### config.mk
export PLATFORM = sky130hd
export DESIGN_NAME = en_dff_rr_arbiter
export DESIGN_NICKNAME = d
export VERILOG_FILES = /design/src/rtl/en_dff_rr_arbiter.sv
export SDC_FILE = /design/constraint.sdc
export NUM_CORES = 1
export LEC_CHECK = 0
export BUFFER_PORTS_ARGS = -buffer_cell sky130_fd_sc_hd__buf_4
export CAP_MARGIN = 25
export CORE_MARGIN = 5
export CORE_UTILIZATION = 38
export DETAILED_ROUTE_END_ITERATION = 7
export GPL_ROUTABILITY_DRIVEN = 0
export PLACE_DENSITY_LB_ADDON = 0.1
export SYNTH_ARGS = -nofsm -noshare
export SYNTH_HDL_FRONTEND = slang
export SYNTH_SLANG_ARGS = --single-unit
export TNS_END_PERCENT = 30
### constraint.sdc
create_clock -name clk -period 1.7 [get_ports clk]
set_input_delay 0.17 -clock clk [delete_from_list [all_inputs] [get_ports clk]]
set_output_delay 0.17 -clock clk [all_outputs]
set_load 0.02 [all_outputs]
### src/rtl/en_dff_rr_arbiter.sv
// en_dff_rr_arbiter: one enabled data register shared by NUM_REQ requesters under round-robin arbitration.
module en_dff_rr_arbiter #(
    parameter int NUM_REQ = 4,
    parameter int WIDTH = 32,
    parameter logic [WIDTH-1:0] INI_DATA = 32'h1
) (
    input  logic                       clk,
    input  logic                       rst,
    input  logic [NUM_REQ-1:0]         iReq,
    input  logic [NUM_REQ*WIDTH-1:0]   iDat,
    output logic [NUM_REQ-1:0]         oAck,
    output logic                       oVld,
    input  logic                       iRdy,
    output logic [WIDTH-1:0]           oDat,
    output logic [$clog2(NUM_REQ)-1:0] oSrc
);
    localparam int PW = $clog2(NUM_REQ);

    typedef enum logic {EMPTY = 1'b0, FULL = 1'b1} state_t;

    state_t        state, state_nxt;
    logic [PW-1:0] ptr, gnt, idx;
    logic          found, load;

    // First set request at or above ptr, wrapping to 0.
    always_comb begin
        found = 1'b0;
        gnt   = '0;
        idx   = '0;
        for (int k = 0; k < NUM_REQ; k++) begin
            idx = PW'((int'(ptr) + k) % NUM_REQ);
            if (!found && iReq[idx]) begin
                found = 1'b1;
                gnt   = idx;
            end
        end
    end

    // Gating with rst keeps oAck low while reset is asserted.
    assign load = rst & found & ((state == EMPTY) | iRdy);
    assign oAck = load ? (NUM_REQ'(1) << gnt) : '0;

    always_comb begin
        state_nxt = load ? FULL : ((state == FULL) && iRdy) ? EMPTY : state;
    end

    always_ff @(posedge clk or negedge rst) begin
        if (!rst) begin
            state <= EMPTY;
            oVld  <= 1'b0;
            oDat  <= INI_DATA;
            oSrc  <= '0;
            ptr   <= '0;
        end else begin
            state <= state_nxt;
            oVld  <= (state_nxt == FULL);
            if (load) begin
                oDat <= iDat[int'(gnt)*WIDTH +: WIDTH];
                oSrc <= gnt;
                ptr  <= (int'(gnt) == NUM_REQ - 1) ? '0 : gnt + PW'(1);
            end
        end
    end
endmodule

==> results.tsv, run 1 <==
stage	metric	value	unit
run	maxcap violations	0	
layout	Syn-to-layout area delta	76.84	%
worst_setup_path	Crit Path Category	reg -> out	
grt	largest net degree at the start of global routing	38	
worst_setup_path	CP required	1.53	ns
clock_tree	CTS max path bufs	2	
sta	Final Hold Vio Count	0	
clock_tree	CTS tree	yes	
synth	Mapped Nets	352	
detailed_routing	Vias	2502	
grt	gr usage total	18.97	%
placement	hpwl dp	6.259	mm
worst_setup_path	Crit path max-delay family	simple AND/OR/NAND/NOR gates	
sta	unrepaired setup endpoints after global routing	yes	
grt	Congestion Overflow GR	0	
power	PwrDens	1390	mW/mm^2
clock_tree	clk slew on worst S/H paths	0.07	ns
sta	final setup TNS	-3.641	ns
worst_setup_path	reg2reg start	ptr[1]	
sta	Worst Clk Skew	0.004300	ns
worst_setup_path	WP data arrival	1.73	ns
floorplan	Die Height	90.52	um
detailed_routing	drt via density	5.191	
sta	final setup violation count	36	
sta	measured slew at the worst slew-check pin	0.4950	ns
synth	post-synth cell types	25	
sta	Slew Viols, Final	0	
power	Max VDD drop	0.0009984	V
synth	Cells after Synth	217	
layout	fillers	488	
sta	f_max	526.2	MHz
sta	slew margin rel.	66.75	%
detailed_routing	wire per inst	17.16	um
worst_setup_path	R2R cell count	8	
detailed_routing	DRT antenna net count	0	
synth	Post-Synthesis Cell Area	0.002464	sq mm
worst_setup_path	setup slack, reg-to-reg	-0.14	ns
detailed_routing	Routed WL	8.273	mm
floorplan	Initial Util	39.02	%
worst_setup_path	Critical-path top delay cell	or3_4	
grt	number of global-route vias before repair	2660	
clock_tree	clk_lat worst skew	0.28	ns
layout	Final #Nets	539	
clock_tree	CTS buffer count	5	
worst_setup_path	Crit Path Max Fanout	4	
worst_setup_path	Worst Setup End Kind	primary output	
floorplan	IO Count	174	
detailed_routing	DRC Markers	0	
synth	syn_area_per_cell	11.35	sq um
worst_setup_path	CP max stage delay	0.39	ns
outcome	failing checks	negative setup slack	
synth	Ys Warns	0	
clock_tree	CTS sink cnt	37	
synth	sequential fraction of the synthesis area	37.63	%
floorplan	die width	90.52	um
floorplan	Die Area	0.008194	sq mm
hold_path	hold_sp	rst	
power	Leak	2.138	nW
clock_tree	CTS root buf	clkbuf_8	
layout	layout cells sized above 1	67.65	%
sta	crit share post-route	111.8	%
detailed_routing	first drt pass iteration count	4	
sta	hold slack	0.1239	ns
synth	Yosys reg bits	37	
floorplan	core area	0.006314	sq mm
outcome	status	finished with violations	
placement	PortBufs	173	
sta	PnR worst setup slack	-0.2003	ns
sta	min Tclk post-route	1.900	ns
grt	antenna violations before repair	0	
detailed_routing	DRC marker count from the first detailed-route iteration	69	
hold_path	worst min path class	in -> reg	
layout	Finished Layout Cells	482	
floorplan	row cnt	29	
grt	global-route wire length before repair	12.79	mm
worst_setup_path	capture instance of the worst register-to-register path	oDat[25]	
clock_tree	htree depth	2	
worst_setup_path	CP Cell Sequence	nand2b_1, a21oi_1, or3_4, buf_6, nor3b_2, buf_4	
worst_setup_path	Setup crit start kind	flop	
placement	dpl ws	-0.1234	ns
placement	post-placement cell count	467	
worst_setup_path	count of buffer and inverter cells on the critical path	2	
hold_path	hold depth	3	
layout	ANT cells	0	
hold_path	Hold Path End	state	
[logic make-up (layout without fill, tap and decap cells)]
family,after synthesis,in the layout,share of synthesized area (%)
xor gates and xnor gates,1,1,0.3556
DFF,37,37,37.63
muxes,64,64,26.00
and+or+nand+nor,51,51,9.040
AOI/OAI and AO/OA,42,42,21.43
buffers and inverters,22,210,5.535
[cells in the final DEF (no fill, tap or decap), types with 2 or more instances in the layout]
cell type and count:
nand2b_2 2, buf_12 8, inv_1 2, a21oi_1 2, clkinv_2 2, mux2i_4 5, mux2i_1 38, dfrtp_1 36
nor2_1 2, buf_6 6, o221ai_1 3, nor3_4 2, o221ai_2 29, nand2_1 36, a221oi_2 2, nand2b_1 2
buf_4 183, mux2i_2 21, clkbuf_8 5
[through the flow]
| stage | power [W] | area, sq um | util [%] |
|---|---|---|---|
| floorplan | 0.003588 | 2479 | - |
| finish | 0.006055 | 4357 | 69.01 |
| global route | 0.006423 | 4357 | 69.01 |
| global placement | 0.004931 | 3991 | 63.22 |
| CTS | 0.005806 | 4197 | 66.47 |
| detailed placement | 0.004980 | 3991 | 63.22 |
[cell usage after synthesis]
master	n	area, sq um
mux2i_1	64	640.6
dfrtp_1	36	900.9
nand2_1	36	135.1
o221ai_2	29	435.4
buf_2	7	35.03
buf_4	4	30.03
buf_6	4	45.04
clkbuf_1	4	15.01
nand2b_1	4	25.02
nor3_1	4	20.02
a21oi_1	3	15.01
inv_1	3	11.26
nor2_1	3	11.26
o221ai_1	3	26.28
a221oi_1	2	17.52
o21ai_0	2	10.01
a21o_1	1	7.510
dfstp_2	1	26.28
nor3b_1	1	7.510
nor4_1	1	6.260
o21bai_1	1	7.510
o41ai_1	1	8.760
or2_1	1	6.260
or3_4	1	11.26
xnor2_1	1	8.760
[state kept, by name, indices dropped and copies added, names as in the netlist]
signal and cells:
ptr 2, oSrc 2, oDat 32, state 1
[report_power, final]
| group | switching, W | internal, W | total (W) | leakage (nW) |
|---|---|---|---|---|
| combinational | 0.00192 | 0.00206 | 0.00398 | 1.64 |
| clock | 0.000306 | 0.000284 | 0.000590 | 0.0450 |
| sequential | 0.000223 | 0.00126 | 0.00148 | 0.453 |
[per-layer routing]
layer	wire length, um	up-vias	track usage [%]
met5	0	-	0
met4	102	0	4.963
met3	745	10	7.833
met2	4388	110	33.23
met1	3037	1182	21.07
li1	-	1200	-
[timing repair]
action	in CTS	in global routing
buffers inserted	5	0
gates cloned	0	1
endpoints found under the setup margin	37	38
hold buffers	1	0
pin swaps	6	1
resized for setup	17	28
hold endpoints to repair	36	0
[worst reg2reg max path, stage by stage, from the launching register on]
cell and delay, ns:
dfrtp_1 0.41, o21ai_1 0.14, a221oi_2 0.06, buf_4 0.15, nor2_4 0.23, buf_6 0.17, buf_12 0.17, mux2i_2 0.27
o221ai_2 0.12
[cell type report]
type	count	area, sq um	area share (%)
sequential	37	927.1	21.28
multi-input combinational	158	1603	36.79
inverter	3	11.26	0.2585
clock buffer	6	72.57	1.666
clock inverter	2	10.01	0.2298
timing repair buffer	199	1637	37.56
tap	77	96.34	2.211
[worst max path at each step]
stage           start        to  slack (ns)  cells past startpoint
6_report       ptr[0]   oAck[2]       -0.20                      6
5_1_grt        ptr[1]   oAck[3]       -0.27                      6
4_1_cts        ptr[0]   oAck[2]       -0.21                      6
3_5_place_dp   ptr[1]   oDat[4]       -0.12                      6
3_3_place_gp   ptr[1]  oDat[15]       -0.06                      6
2_1_floorplan  ptr[1]   oAck[1]       -0.03                      6
Note: power is estimated with default switching activity, not from simulation.
==> inputs of run 2 (changes only) <==
--- a/config.mk
+++ b/config.mk
@@ -5,11 +5,11 @@
 export SDC_FILE = /design/constraint.sdc
 export NUM_CORES = 1
 export LEC_CHECK = 0
-export BUFFER_PORTS_ARGS = -buffer_cell sky130_fd_sc_hd__buf_4
 export CAP_MARGIN = 25
 export CORE_MARGIN = 5
-export CORE_UTILIZATION = 38
+export CORE_UTILIZATION = 57
 export DETAILED_ROUTE_END_ITERATION = 7
+export DONT_BUFFER_PORTS = 1
 export GPL_ROUTABILITY_DRIVEN = 0
 export PLACE_DENSITY_LB_ADDON = 0.1
 export SYNTH_ARGS = -nofsm -noshare
==> run 2 against run 1 <==
Against the previous run:
- the flow still finishes with violations (negative setup slack)
- clock power grew 34%
- wire length shrank 4.5%
- combinational power shrank 19%
- hold slack lost 0.11 ns
- register-to-register slack is essentially flat
- worst setup slack lost 0.0075 ns
- design area shrank 21%
- cell count shrank 38%
- fmax shrank 0.39%
- first-iteration DRC count grew 35%
- total power shrank 0.23%
- critical endpoint unchanged
- largest cell class is now multi-input gates
==> results.tsv, run 2 (synthesized netlist as in run 1, its figures left out) <==
stage	metric	value	unit	change
sta	measured slew at the worst slew-check pin	0.3535	ns	was 0.4950 ns
sta	Slew Viols, Final	0		unchanged
layout	Biggest register	oDat		unchanged
outcome	failing checks	negative setup slack		unchanged
layout	ANT cells	0		unchanged
grt	Congestion Overflow GR	0		unchanged
hold_path	worst min path class	in -> reg		unchanged
layout	Largest regs	oDat (32), oSrc (2), ptr (2)		unchanged
placement	PortBufs	0		was 173
outcome	status	finished with violations		unchanged
sta	final setup TNS	-4.214	ns	was -3.641 ns
layout	layout cells sized above 1	51.84	%	was 67.65%
clock_tree	CTS buffer count	5		unchanged
worst_setup_path	crit path from	ptr[1]		was ptr[0]
clock_tree	htree depth	2		unchanged
layout	Finished Layout Cells	297		was 482
layout	commonest non-fill, non-tap cells in the layout	nand2_1, dfrtp_1, mux2i_1, o221ai_2, mux2i_2		was buf_4, mux2i_1, nand2_1, dfrtp_1, o221ai_2
floorplan	Die Height	75.74	um	was 90.52 um
grt	antenna violations before repair	0		unchanged
floorplan	core area	0.004264	sq mm	was 0.006314 sq mm
power	Max VDD drop	0.0009060	V	was 0.0009984 V
detailed_routing	DRC Markers	0		unchanged
floorplan	Die Area	0.005737	sq mm	was 0.008194 sq mm
floorplan	die width	75.74	um	was 90.52 um
grt	global-route wire length before repair	10.52	mm	was 12.79 mm
sta	min Tclk post-route	1.908	ns	was 1.900 ns
sta	unrepaired setup endpoints after global routing	yes		unchanged
clock_tree	CTS root buf	clkbuf_8		unchanged
clock_tree	clk slew on worst S/H paths	0.07	ns	about the same
worst_setup_path	capture instance of the worst register-to-register path	oDat[11]		was oDat[25]
sta	Worst Clk Skew	0.006312	ns	was 0.004300 ns
sta	crit share post-route	112.2	%	was 111.8%
detailed_routing	wire per inst	26.59	um	was 17.16 um
detailed_routing	DRC marker count from the first detailed-route iteration	93		was 69
worst_setup_path	Worst Setup End Kind	primary output		unchanged
grt	largest net degree at the start of global routing	38		unchanged
worst_setup_path	CP required	1.53	ns	about the same
worst_setup_path	CP endpoint	oAck[2]		unchanged
placement	hpwl dp	4.981	mm	was 6.259 mm
worst_setup_path	Setup crit start kind	flop		unchanged
sta	slew margin rel.	76.13	%	was 66.75%
placement	dpl ws	-0.1054	ns	was -0.1234 ns
worst_setup_path	WP data arrival	1.74	ns	was 1.73 ns
clock_tree	CTS max path bufs	2		unchanged
floorplan	row cnt	24		was 29
run	maxcap violations	0		unchanged
worst_setup_path	R2R cell count	8		unchanged
grt	number of global-route vias before repair	2068		was 2660
sta	f_max	524.2	MHz	was 526.2 MHz
sta	Final Hold Vio Count	0		unchanged
layout	Syn-to-layout area delta	39.41	%	was 76.84%
clock_tree	CTS tree	yes		unchanged
worst_setup_path	Crit Path Category	reg -> out		unchanged
detailed_routing	DRT antenna net count	0		unchanged
clock_tree	CTS sink cnt	37		unchanged
layout	Final #Nets	379		was 539
sta	final setup violation count	36		unchanged
detailed_routing	Routed WL	7.898	mm	was 8.273 mm
power	Leak	1.462	nW	was 2.138 nW
floorplan	IO Count	174		unchanged
worst_setup_path	Crit Path Max Fanout	4		unchanged
grt	gr usage total	24.72	%	was 18.97%
floorplan	Initial Util	57.78	%	was 39.02%
hold_path	hold_sp	iReq[0]		was rst
detailed_routing	Vias	2056		was 2502
placement	post-placement cell count	268		was 467
power	PwrDens	1759	mW/mm^2	was 1390 mW/mm^2
worst_setup_path	reg2reg start	ptr[1]		unchanged
sta	PnR worst setup slack	-0.2078	ns	was -0.2003 ns
detailed_routing	first drt pass iteration count	4		unchanged
detailed_routing	drt via density	6.923		was 5.191
clock_tree	clk_lat worst skew	0.29	ns	was 0.28 ns
worst_setup_path	setup slack, reg-to-reg	-0.14	ns	about the same
layout	number of flip-flops in the largest register	32		unchanged
run 2: cell count changes in the layout (fill, tap and decap cells not counted), sizes merged:
cell,change
bufinv,+1
clkinv,-2
clkbuf,+3
bufbuf,+1
buf,-163
run 2: per-stage QoR:
stage          hold slack, ns  utilization (%)  power [W]  area (sq um)
2_1_floorplan         -0.1256                -   0.003588          2479
3_3_place_gp          -0.1246            62.18   0.003990          2651
3_5_place_dp          -0.1246            62.18   0.004096          2651
4_1_cts               0.01537            72.80   0.005427          3104
5_1_grt               0.04258            80.55   0.006327          3435
6_report              0.01833            80.55   0.006041          3435
run 2: cell type report:
class	instances	area (sq um)
multi-input combinational	158	1708
sequential	37	927.1
fill	236	829.5
timing repair buffer	39	606.8
clock buffer	7	86.33
tap	52	65.06
clock inverter	1	30.03
inverter	3	11.26
run 2: worst min path at each step:
stage,endpoint,slack (ns),depth (start not counted)
2_1_floorplan,oDat[10],-0.13,0
6_report,state,0.02,2
3_3_place_gp,ptr[0],-0.12,0
3_5_place_dp,state,-0.12,0
4_1_cts,state,0.02,2
5_1_grt,state,0.04,2
run 2: repair_timing:
| action | 4_1_cts | 5_1_grt |
|---|---|---|
| gates resized for setup | 26 | 46 |
| buffers inserted | 6 | 5 |
| endpoints found under the hold margin | 37 | 0 |
| hold buffers | 2 | 0 |
| endpoints found under the setup margin | 36 | 39 |
| pin swaps | 7 | 13 |
| cloned | 5 | 3 |
run 2: critical path, cell delays in order (launching register included):
cell and delay, ns:
dfrtp_1 0.44, a21oi_2 0.16, nor3_2 0.06, or3_4 0.33
buf_6 0.14, nor3b_2 0.16, buf_4 0.16
run 2: per-layer routing:
layer	GRT usage, %	share of wire [%]	vias up
li1	-	-	886
met1	27.89	34	1021
met2	45.15	55	134
met3	6.069	9.3	15
met4	8.155	2.1	0
met5	0	0	-
run 2: report_power, final:
group | internal, W | switching [W] | leakage (nW) | total [W]
clock | 0.000478 | 0.000314 | 0.0585 | 0.000792
sequential | 0.00126 | 0.000757 | 0.453 | 0.00201
combinational | 0.00183 | 0.00141 | 0.951 | 0.00324
total | 0.00356 | 0.00248 | 1.46 | 0.00604
